## src/rtl/aes_uart_pkg.sv

```systemverilog
// Shared definitions for the AES-128 <-> UART message packer/unpacker pair.
// Holds the unpacker FSM state encodings, block geometry and the byte/word
// widths both sides agree on.
package aes_uart_pkg;

  localparam int BYTE_W      = 8;
  localparam int WORD_W      = 32;
  localparam int BLOCK_WORDS = 4;
  localparam int BLOCK_BYTES = 16;
  localparam int BLOCK_W     = BLOCK_WORDS * WORD_W;

  typedef enum logic [2:0] {
    S_IDLE    = 3'd0,
    S_COLLECT = 3'd1,
    S_LOAD    = 3'd2,
    S_WAIT    = 3'd3,
    S_CLEANUP = 3'd4
  } state_t;

endpackage

```

## src/rtl/mp_out.sv

```systemverilog
// mp_out: collects one 128-bit AES result block as four 32-bit words, then
// streams it to the UART transmitter most-significant byte first.
//
// Ports
//   clk, rst        : clock and synchronous active-high reset
//   core_data_in    : result word from the core (word 0 = block bits [127:96])
//   core_dv_in      : core_data_in valid this cycle
//   tx_busy_in      : UART TX is shifting a byte
//   tx_done_in      : one-cycle pulse, UART TX finished the current byte
//   tx_byte_out     : byte to transmit (registered)
//   tx_dv_out       : one-cycle start pulse to UART TX (registered)
//   mp_ready_out    : block is accepting core words
//   mp_done_out     : one-cycle pulse after the 16th byte completes
//   state_dbg       : current FSM state, for observation only
//
// Handshakes
//   Core side: a word is taken on any edge where core_dv_in=1 and
//   mp_ready_out=1; a word offered while mp_ready_out=0 is dropped, so the
//   core must hold off. UART side: tx_dv_out pulses once per byte with
//   tx_byte_out valid and held until the next pulse; only a tx_done_in seen
//   in S_WAIT after the pulse cycle advances to the next byte.
module mp_out
  import aes_uart_pkg::*;
#(
  parameter int DATA_WIDTH = WORD_W
) (
  input  logic                  clk,
  input  logic                  rst,
  input  logic [DATA_WIDTH-1:0] core_data_in,
  input  logic                  core_dv_in,
  input  logic                  tx_busy_in,
  input  logic                  tx_done_in,
  output logic [BYTE_W-1:0]     tx_byte_out,
  output logic                  tx_dv_out,
  output logic                  mp_ready_out,
  output logic                  mp_done_out,
  output state_t                state_dbg
);

  localparam int BUF_W = DATA_WIDTH * BLOCK_WORDS;

  state_t             state;
  state_t             state_nxt;
  logic [1:0]         word_cnt;
  logic [3:0]         byte_cnt;
  logic [BUF_W-1:0]   buffer;
  logic               done_ok;
  logic               last_word;
  logic               last_byte;

  // A done pulse landing in the same cycle as our own start pulse belongs to
  // the previous byte's timing window, so it is not counted.
  assign done_ok   = tx_done_in && !tx_dv_out;
  assign last_word = (word_cnt == 2'(BLOCK_WORDS - 1));
  assign last_byte = (byte_cnt == 4'(BLOCK_BYTES - 1));

  assign mp_ready_out = (state == S_IDLE) || (state == S_COLLECT);
  assign state_dbg    = state;

  always_comb begin
    state_nxt = state;
    case (state)
      S_IDLE:    if (core_dv_in) state_nxt = S_COLLECT;
      S_COLLECT: if (core_dv_in && last_word) state_nxt = S_LOAD;
      S_LOAD:    if (!tx_busy_in) state_nxt = S_WAIT;
      S_WAIT:    if (done_ok) state_nxt = last_byte ? S_CLEANUP : S_LOAD;
      S_CLEANUP: state_nxt = S_IDLE;
      default:   state_nxt = S_IDLE;
    endcase
  end

  always_ff @(posedge clk) begin
    if (rst) state <= S_IDLE;
    else     state <= state_nxt;
  end

  always_ff @(posedge clk) begin
    if (rst) begin
      word_cnt    <= '0;
      byte_cnt    <= '0;
      buffer      <= '0;
      tx_byte_out <= '0;
      tx_dv_out   <= 1'b0;
      mp_done_out <= 1'b0;
    end else begin
      tx_dv_out   <= 1'b0;
      mp_done_out <= 1'b0;
      case (state)
        S_IDLE: begin
          if (core_dv_in) begin
            buffer[BUF_W-1 -: DATA_WIDTH] <= core_data_in;
            word_cnt <= 2'd1;
          end
        end
        S_COLLECT: begin
          if (core_dv_in) begin
            buffer[BUF_W-1 - DATA_WIDTH*int'(word_cnt) -: DATA_WIDTH] <= core_data_in;
            // The final word leaves word_cnt at 3; cleanup clears it, so the
            // counter never wraps inside a block.
            if (last_word) byte_cnt <= '0;
            else           word_cnt <= word_cnt + 2'd1;
          end
        end
        S_LOAD: begin
          if (!tx_busy_in) begin
            tx_byte_out <= buffer[BUF_W-1 - BYTE_W*int'(byte_cnt) -: BYTE_W];
            tx_dv_out   <= 1'b1;
          end
        end
        S_WAIT: begin
          if (done_ok) begin
            // mp_done_out is raised on entry to cleanup so it is visible
            // while the FSM sits in S_CLEANUP.
            if (last_byte) mp_done_out <= 1'b1;
            else           byte_cnt    <= byte_cnt + 4'd1;
          end
        end
        S_CLEANUP: begin
          word_cnt <= '0;
          byte_cnt <= '0;
        end
        default: ;
      endcase
    end
  end

endmodule

```

## config.mk

```make
export PLATFORM = sky130hd
export DESIGN_NAME = mp_out
export DESIGN_NICKNAME = d
export VERILOG_FILES = /design/src/rtl/aes_uart_pkg.sv /design/src/rtl/mp_out.sv
export SDC_FILE = /design/constraint.sdc
export NUM_CORES = 1
export LEC_CHECK = 0
export CORE_MARGIN = 4
export CORE_UTILIZATION = 40
export DETAILED_ROUTE_END_ITERATION = 16
export PLACE_DENSITY = 0.6
export SLEW_MARGIN = 20
export SYNTH_ARGS = -nofsm -noshare
export SYNTH_HDL_FRONTEND = slang
export SYNTH_SLANG_ARGS = --single-unit
export TNS_END_PERCENT = 10
```

## constraint.sdc

```tcl
create_clock -name clk -period 1.8 [get_ports clk]
set_clock_uncertainty 0.15 [all_clocks]
set_input_delay 0.54 -clock clk [delete_from_list [all_inputs] [get_ports clk]]
set_output_delay 0.54 -clock clk [all_outputs]
set_load 0.05 [all_outputs]
```

==> key figures, run 1 <==
Logic synthesis
  • Area contributors post-synth: dfxtp_1 43%, nand3_1 8.0%, a21oi_1 7.2%, mux4_2 5.9%, nand2_1 5.8%
  • #FFs+latches synth: 147
  • Synth async-reset ratio: 0%
  • Sequential area share after synthesis: 42.5%
  • Synth area leader: dfxtp_1
  • Mapped cell area: around 6900 µm²
  • Mean Syn Cell Area: 8.68 µm²
  • Number of synthesized flops with an enable pin: 0
  • Synth top area share: 42.5%
  • Yosys cell types: 47
  • Cells after Synth: ~800
  • Syn Nets: between 800 and 900
  • Synth warn: 0
  • Synth Flop Type: dfxtp_1

Die
  • Core Area: ~17000 µm²
  • Row count: between 40 and 50
  • I/O pins: 51
  • Die Span Y: between 100 and 150 µm
  • Die area: slightly below 20000 µm²
  • Die width: 140 µm
  • Initial cell density of the core: 41.3%

Global routing
  • Global route overflow: 0
  • Largest net degree at the start of global routing: 98
  • Gr usage total: 24.0%
  • Initial antenna violation count: 0
  • Vias in the first global route: 6481
  • Global-route wire length before repair: 36.7 mm

Worst setup path
  • Arr. time, crit path: 1.94 ns
  • Critical path endpoint category: flop
  • Worst reg-to-reg setup slack: 0.02 ns
  • Worst setup SP type: flop
  • R2R depth: 6
  • Req. time, crit path: 1.95 ns
  • Crit-path max FO: 16
  • Crit Path Category: reg2reg

STA
  • Final WS setup: around 0.015 ns
  • Endpoints failing hold: 0
  • Final Cycle Share: approximately 100%
  • Endpoints failing setup: 0
  • Setup TNS: 0 ns
  • Fin. max-slew vios: 0
  • Rel. slew slack: a little under 70%
  • Min Tclk post-route: 1.78 ns
  • Worst slew pin tran: 0.469 ns
  • RSZ-0062 raised after global routing: true
  • Max Freq: between 500 and 600 MHz

Job
  • Max-cap violations: 0

Detailed routing
  • ANT nets after route: 0
  • Vias per inst: around 6.1
  • Vias: 6719
  • WL met3: 1.94 mm
  • DRT met1 WL: 9.99 mm
  • Drt wl/cell: 21.6 µm
  • Initial DRC Count: 664
  • Top sig layer: met4
  • DR DRC count: 0
  • WL final: 23.8 mm
  • First drt pass iteration count: 7
  • Met2 Wirelength: 11.0 mm

Clock network
  • Root buf cell: clkbuf_16
  • CTS Sinks: 147
  • Maximum clock path buffer count: 2
  • Cts hold-fix bufs: 0
  • CTS H-Tree Depth: 4
  • Worst skew pair latency: 0.43 ns
  • Cts bufs inserted: 17
  • Clk pin slew, worst setup/hold paths: 0.06 ns
  • CTS tree: built

Cells and area
  • ANT cells: 0
  • Synth-to-Final Area Change: 30.5%
  • Nets: 915
  • Share of post-route cells with drive strength above 1: a little over a fifth
  • Most frequent cells in the layout: 141 x dfxtp_1, 109 x nand3_1, 107 x nand2_1, 99 x a21oi_1, 64 x buf_4
  • Commonest non-fill, non-tap cell in the layout: dfxtp_1
  • Post-Route Utilization: 53.9%

Pwr
  • Max IR drop VDD: 0.690 mV
  • Pwr/cell area: about 900 nW/µm²
  • Leak: 0.00319 µW

Hold path
  • WHS Path Cells: 2
  • HP Class: reg2reg

Placement
  • GP Congestion: a little under 0.9
  • Placement Setup Slack: -0.538 ns
  • Detail Placement HPWL: 14.5 mm
  • I/O Buffers: 50

Status
  • Status: finished, final reports clean
[power breakdown]
part	switching [µW]	total [µW]	internal, µW
clock	1310	3750	2430
combinational	572	1060	485
sequential	54.8	3370	3320
[metrics by stage]
stage,std cells,hold slack [ns],instance area [µm²],total power [µW]
after floorplan,797,0.277,6930,3930
after global placement,1056,0.284,8120,4360
after detailed placement,1056,0.291,8120,4370
after CTS,1090,0.299,8860,8130
after global routing,1102,0.317,9030,8410
final,1102,0.300,9030,8180
[flip-flops by register name, indices dropped and copies added, names as in the netlist]
signal	count
buffer	128
mp_done_out	1
byte_cnt	4
word_cnt	2
tx_byte_out	8
tx_dv_out	1
state_dbg	3
[final timing paths]
path                start           to
min            buffer[54]   buffer[54]
max          state_dbg[0]  buffer[106]
max reg2reg  state_dbg[0]  buffer[106]
min reg2reg    buffer[54]   buffer[54]
[Yosys cell counts, types with 5 or more instances]
master / count
a211o_1: 5
a2bb2oi_1: 32
nor3_1: 9
clkbuf_1: 48
buf_6: 13
a21oi_1: 99
mux4_1: 8
mux4_2: 18
o21ai_0: 12
mux2i_1: 14
buf_4: 5
nand4_1: 43
nor2_1: 56
nand3_1: 111
nand2_1: 107
inv_1: 10
nor2b_1: 5
ha_1: 5
dfxtp_1: 147
buf_2: 11
[worst max-delay path, stage by stage (launching register included)]
cell,delay [ns]
dfxtp_4,0.39
and4bb_4,0.25
a41oi_4,0.29
buf_12,0.15
buf_16,0.15
a2bb2oi_1,0.20
nor2_1,0.06
[final cells by class]
cell class	instances	area, µm²
Inverter	11	45.0
Timing Repair Buffer	136	1580
Tap cell	220	275
Sequential cell	147	2970
Fill cell	1510	7730
Clock buffer	23	488
Clock inverter	5	125
Multi-Input combinational cell	560	3550
[cells by family (layout without fill, tap and decap cells)]
kind of cell	after synthesis	after routing	share of synthesized area, %
AOI/OAI and AO/OA	161	161	14.3
DFF	147	147	42.5
muxes	41	41	11.1
and+or+nand+nor	353	353	24.3
adders and majority gates	5	5	0.904
buffers and inverters	90	175	6.93
[layer usage]
| metal | up-vias | GRT usage [%] |
|---|---|---|
| met5 | - | 0 |
| met4 | 0 | 9.99 |
| met3 | 57 | 4.63 |
| met2 | 340 | 38.5 |
| met1 | 3309 | 31.7 |
| li1 | 3013 | - |
[repair_timing]
item                       in CTS  in global routing
setup endpoints to repair     133                 72
gates resized for setup        19                 25
pin swaps                       2                  9
cloned                          2                  2
setup buffers                   4                 10
No activity file was read; power rests on OpenSTA's default activity.
==> run 2: changes to the inputs <==
Settings changed: SKIP_CTS_REPAIR_TIMING from default to 1.
==> key figures, run 2 (synthesized netlist as in run 1, its figures left out) <==
Status
  • Status: finished, violations left
  • Failing checks: setup timing

Die
  • I/O pins: 51 (unchanged)
  • Initial cell density of the core: 41.3% (unchanged)
  • Core Area: 16800 µm² (unchanged)
  • Row count: 47 (unchanged)
  • Die width: 140 µm (unchanged)
  • Die Span Y: 140 µm (unchanged)
  • Die area: 19500 µm² (unchanged)

Clock network
  • CTS H-Tree Depth: 4 (unchanged)
  • Root buf cell: clkbuf_16
  • CTS Sinks: 147 (unchanged)
  • Cts bufs inserted: 17 (unchanged)
  • Clk pin slew, worst setup/hold paths: 0.06 ns (about the same)
  • Worst skew pair latency: 0.43 ns (about the same)
  • CTS tree: built
  • Maximum clock path buffer count: 2 (unchanged)

STA
  • Fin. max-slew vios: 0 (unchanged)
  • Rel. slew slack: 67.7% (-1.0 points)
  • Max Freq: 545 MHz (-2.7%)
  • Final Cycle Share: 102% (+2.7 points)
  • Min Tclk post-route: 1.83 ns (+0.0486 ns)
  • Endpoints failing setup: 3 (+3)
  • Endpoints failing hold: 0 (unchanged)
  • Final WS setup: -0.0336 ns (-0.0486 ns)
  • RSZ-0062 raised after global routing: true
  • Worst slew pin tran: 0.484 ns (+0.0154 ns)

Detailed routing
  • Initial DRC Count: 815 (+23%)
  • Vias per inst: 6.03 (-1.1%)
  • Drt wl/cell: 22.1 µm (+2.6%)
  • Vias: 6588 (-1.9%)
  • First drt pass iteration count: 5 (-2)
  • WL final: 24.1 mm (+1.7%)
  • DR DRC count: 0 (unchanged)
  • ANT nets after route: 0 (unchanged)

Cells and area
  • Max FFs per register: 128 (unchanged)
  • ANT cells: 0 (unchanged)
  • Share of post-route cells with drive strength above 1: 19.6% (-1.5 points)
  • Nets: 905 (-1.1%)
  • Top reg by flops: buffer
  • Synth-to-Final Area Change: 29.9%
  • Biggest regs: buffer (128), tx_byte_out (8), byte_cnt (4)
  • Commonest non-fill, non-tap cell in the layout: dfxtp_1
  • Fillers: 1520 (+0.66%)
  • Most frequent cells in the layout: 141 x dfxtp_1, 108 x nand3_1, 107 x nand2_1, 98 x a21oi_1, 52 x buf_4
  • Post-Route Utilization: 53.6% (-0.25 points)

Pwr
  • Clock power frac: 45.9% (about the same)
  • Max IR drop VDD: 0.712 mV (+3.1%)
  • Pwr/cell area: 910 nW/µm² (+0.49%)
  • Sequential share of power: 41.3% (about the same)
  • Psw: 1950 µW (+0.64%)
  • Comb power frac: 12.8% (about the same)
  • Sw Ratio: 23.9% (+0.15 points)
  • Leak: 0.00318 µW (-0.31%)
  • Internal power consumption: 6230 µW (-0.18%)

Placement
  • Detail Placement HPWL: 14.5 mm (unchanged)
  • Placement Setup Slack: -0.538 ns (unchanged)
  • GP Congestion: 0.868 (unchanged)
  • I/O Buffers: 50 (unchanged)

Global routing
  • Gr usage total: 23.3% (-0.71 points)
  • Vias in the first global route: 6337 (-2.2%)
  • Global-route wire length before repair: 35.7 mm (-2.7%)
  • Global route overflow: 0 (unchanged)
  • Initial antenna violation count: 0 (unchanged)
  • Largest net degree at the start of global routing: 98 (unchanged)

Job
  • Max-cap violations: 0 (unchanged)

Worst setup path
  • Req. time, crit path: 1.11 ns (-0.84 ns)
  • Crit Path Category: reg2out
  • Critical path endpoint category: primary output
  • Arr. time, crit path: 1.14 ns (-0.80 ns)
  • Worst setup SP type: flop
  • R2R depth: 5 (-1)
  • Crit-path max FO: 13 (-3)

Hold path
  • HP Class: reg2reg
  • WHS Path Cells: 2 (unchanged)
run 2: cell count changes in the layout (fill, tap and decap cells not counted), moves of 3 or more:
cell / change
buf_4: -12
clkbuf_16: +3
mux4_1: +3
mux4_2: -3
nor2_1: +3
nor2_2: -3
o21ai_0: +3
run 2: path summary, 6_finish.rpt:
path                     start        endpoint  slack [ns]
hold reg to reg     buffer[58]      buffer[58]        0.30
hold / removal      buffer[58]      buffer[58]        0.30
setup / recovery  state_dbg[1]    mp_ready_out       -0.03
setup reg to reg   byte_cnt[0]  tx_byte_out[7]       -0.01
run 2: per-layer routing:
layer	vias to the layer above	GRT usage (%)	routed length [µm]
li1	3000	-	-
met2	316	38.1	11600
met4	0	8.81	535
met5	-	0	0
met1	3233	30.5	10300
met3	39	4.46	1730
run 2: layout make-up:
cell class              count  area, µm²  share of cell area [%]
repair buffers            126       1530                    17.0
clock inverters             5        125                    1.39
flip-flops and latches    147       2960                    33.0
multi-input cells         560       3570                    39.7
well taps                 220        275                    3.06
inverters                  11       41.3                   0.459
clock buffers              23        488                    5.43
run 2: stage by stage:
stage	instance area, µm²	cells	TNS (ns)	total power [µW]	hold WS (ns)
3_5_place_dp	8120	1056	-65.03	4370	0.291
3_3_place_gp	8120	1056	-59.18	4360	0.284
2_1_floorplan	6930	797	-0.103	3930	0.277
5_1_grt	8990	1092	-0.365	8400	0.317
6_report	8990	1092	-0.0484	8180	0.300
4_1_cts	8730	1084	-4.45	8070	0.299
run 2: power groups by stage:
| stage | registers [µW] | logic (µW) | clock network, µW |
|---|---|---|---|
| 2_1_floorplan | 3450 | 484 | 0 |
| 3_3_place_gp | 3450 | 910 | 0 |
| 3_5_place_dp | 3450 | 925 | 0 |
| 4_1_cts | 3380 | 929 | 3760 |
| 5_1_grt | 3390 | 1090 | 3920 |
| 6_report | 3380 | 1050 | 3750 |
run 2: critical path, cell delays in order, from the launching register on:
cell     delay [ns]
dfxtp_4        0.40
nor2_4         0.17
buf_12         0.15
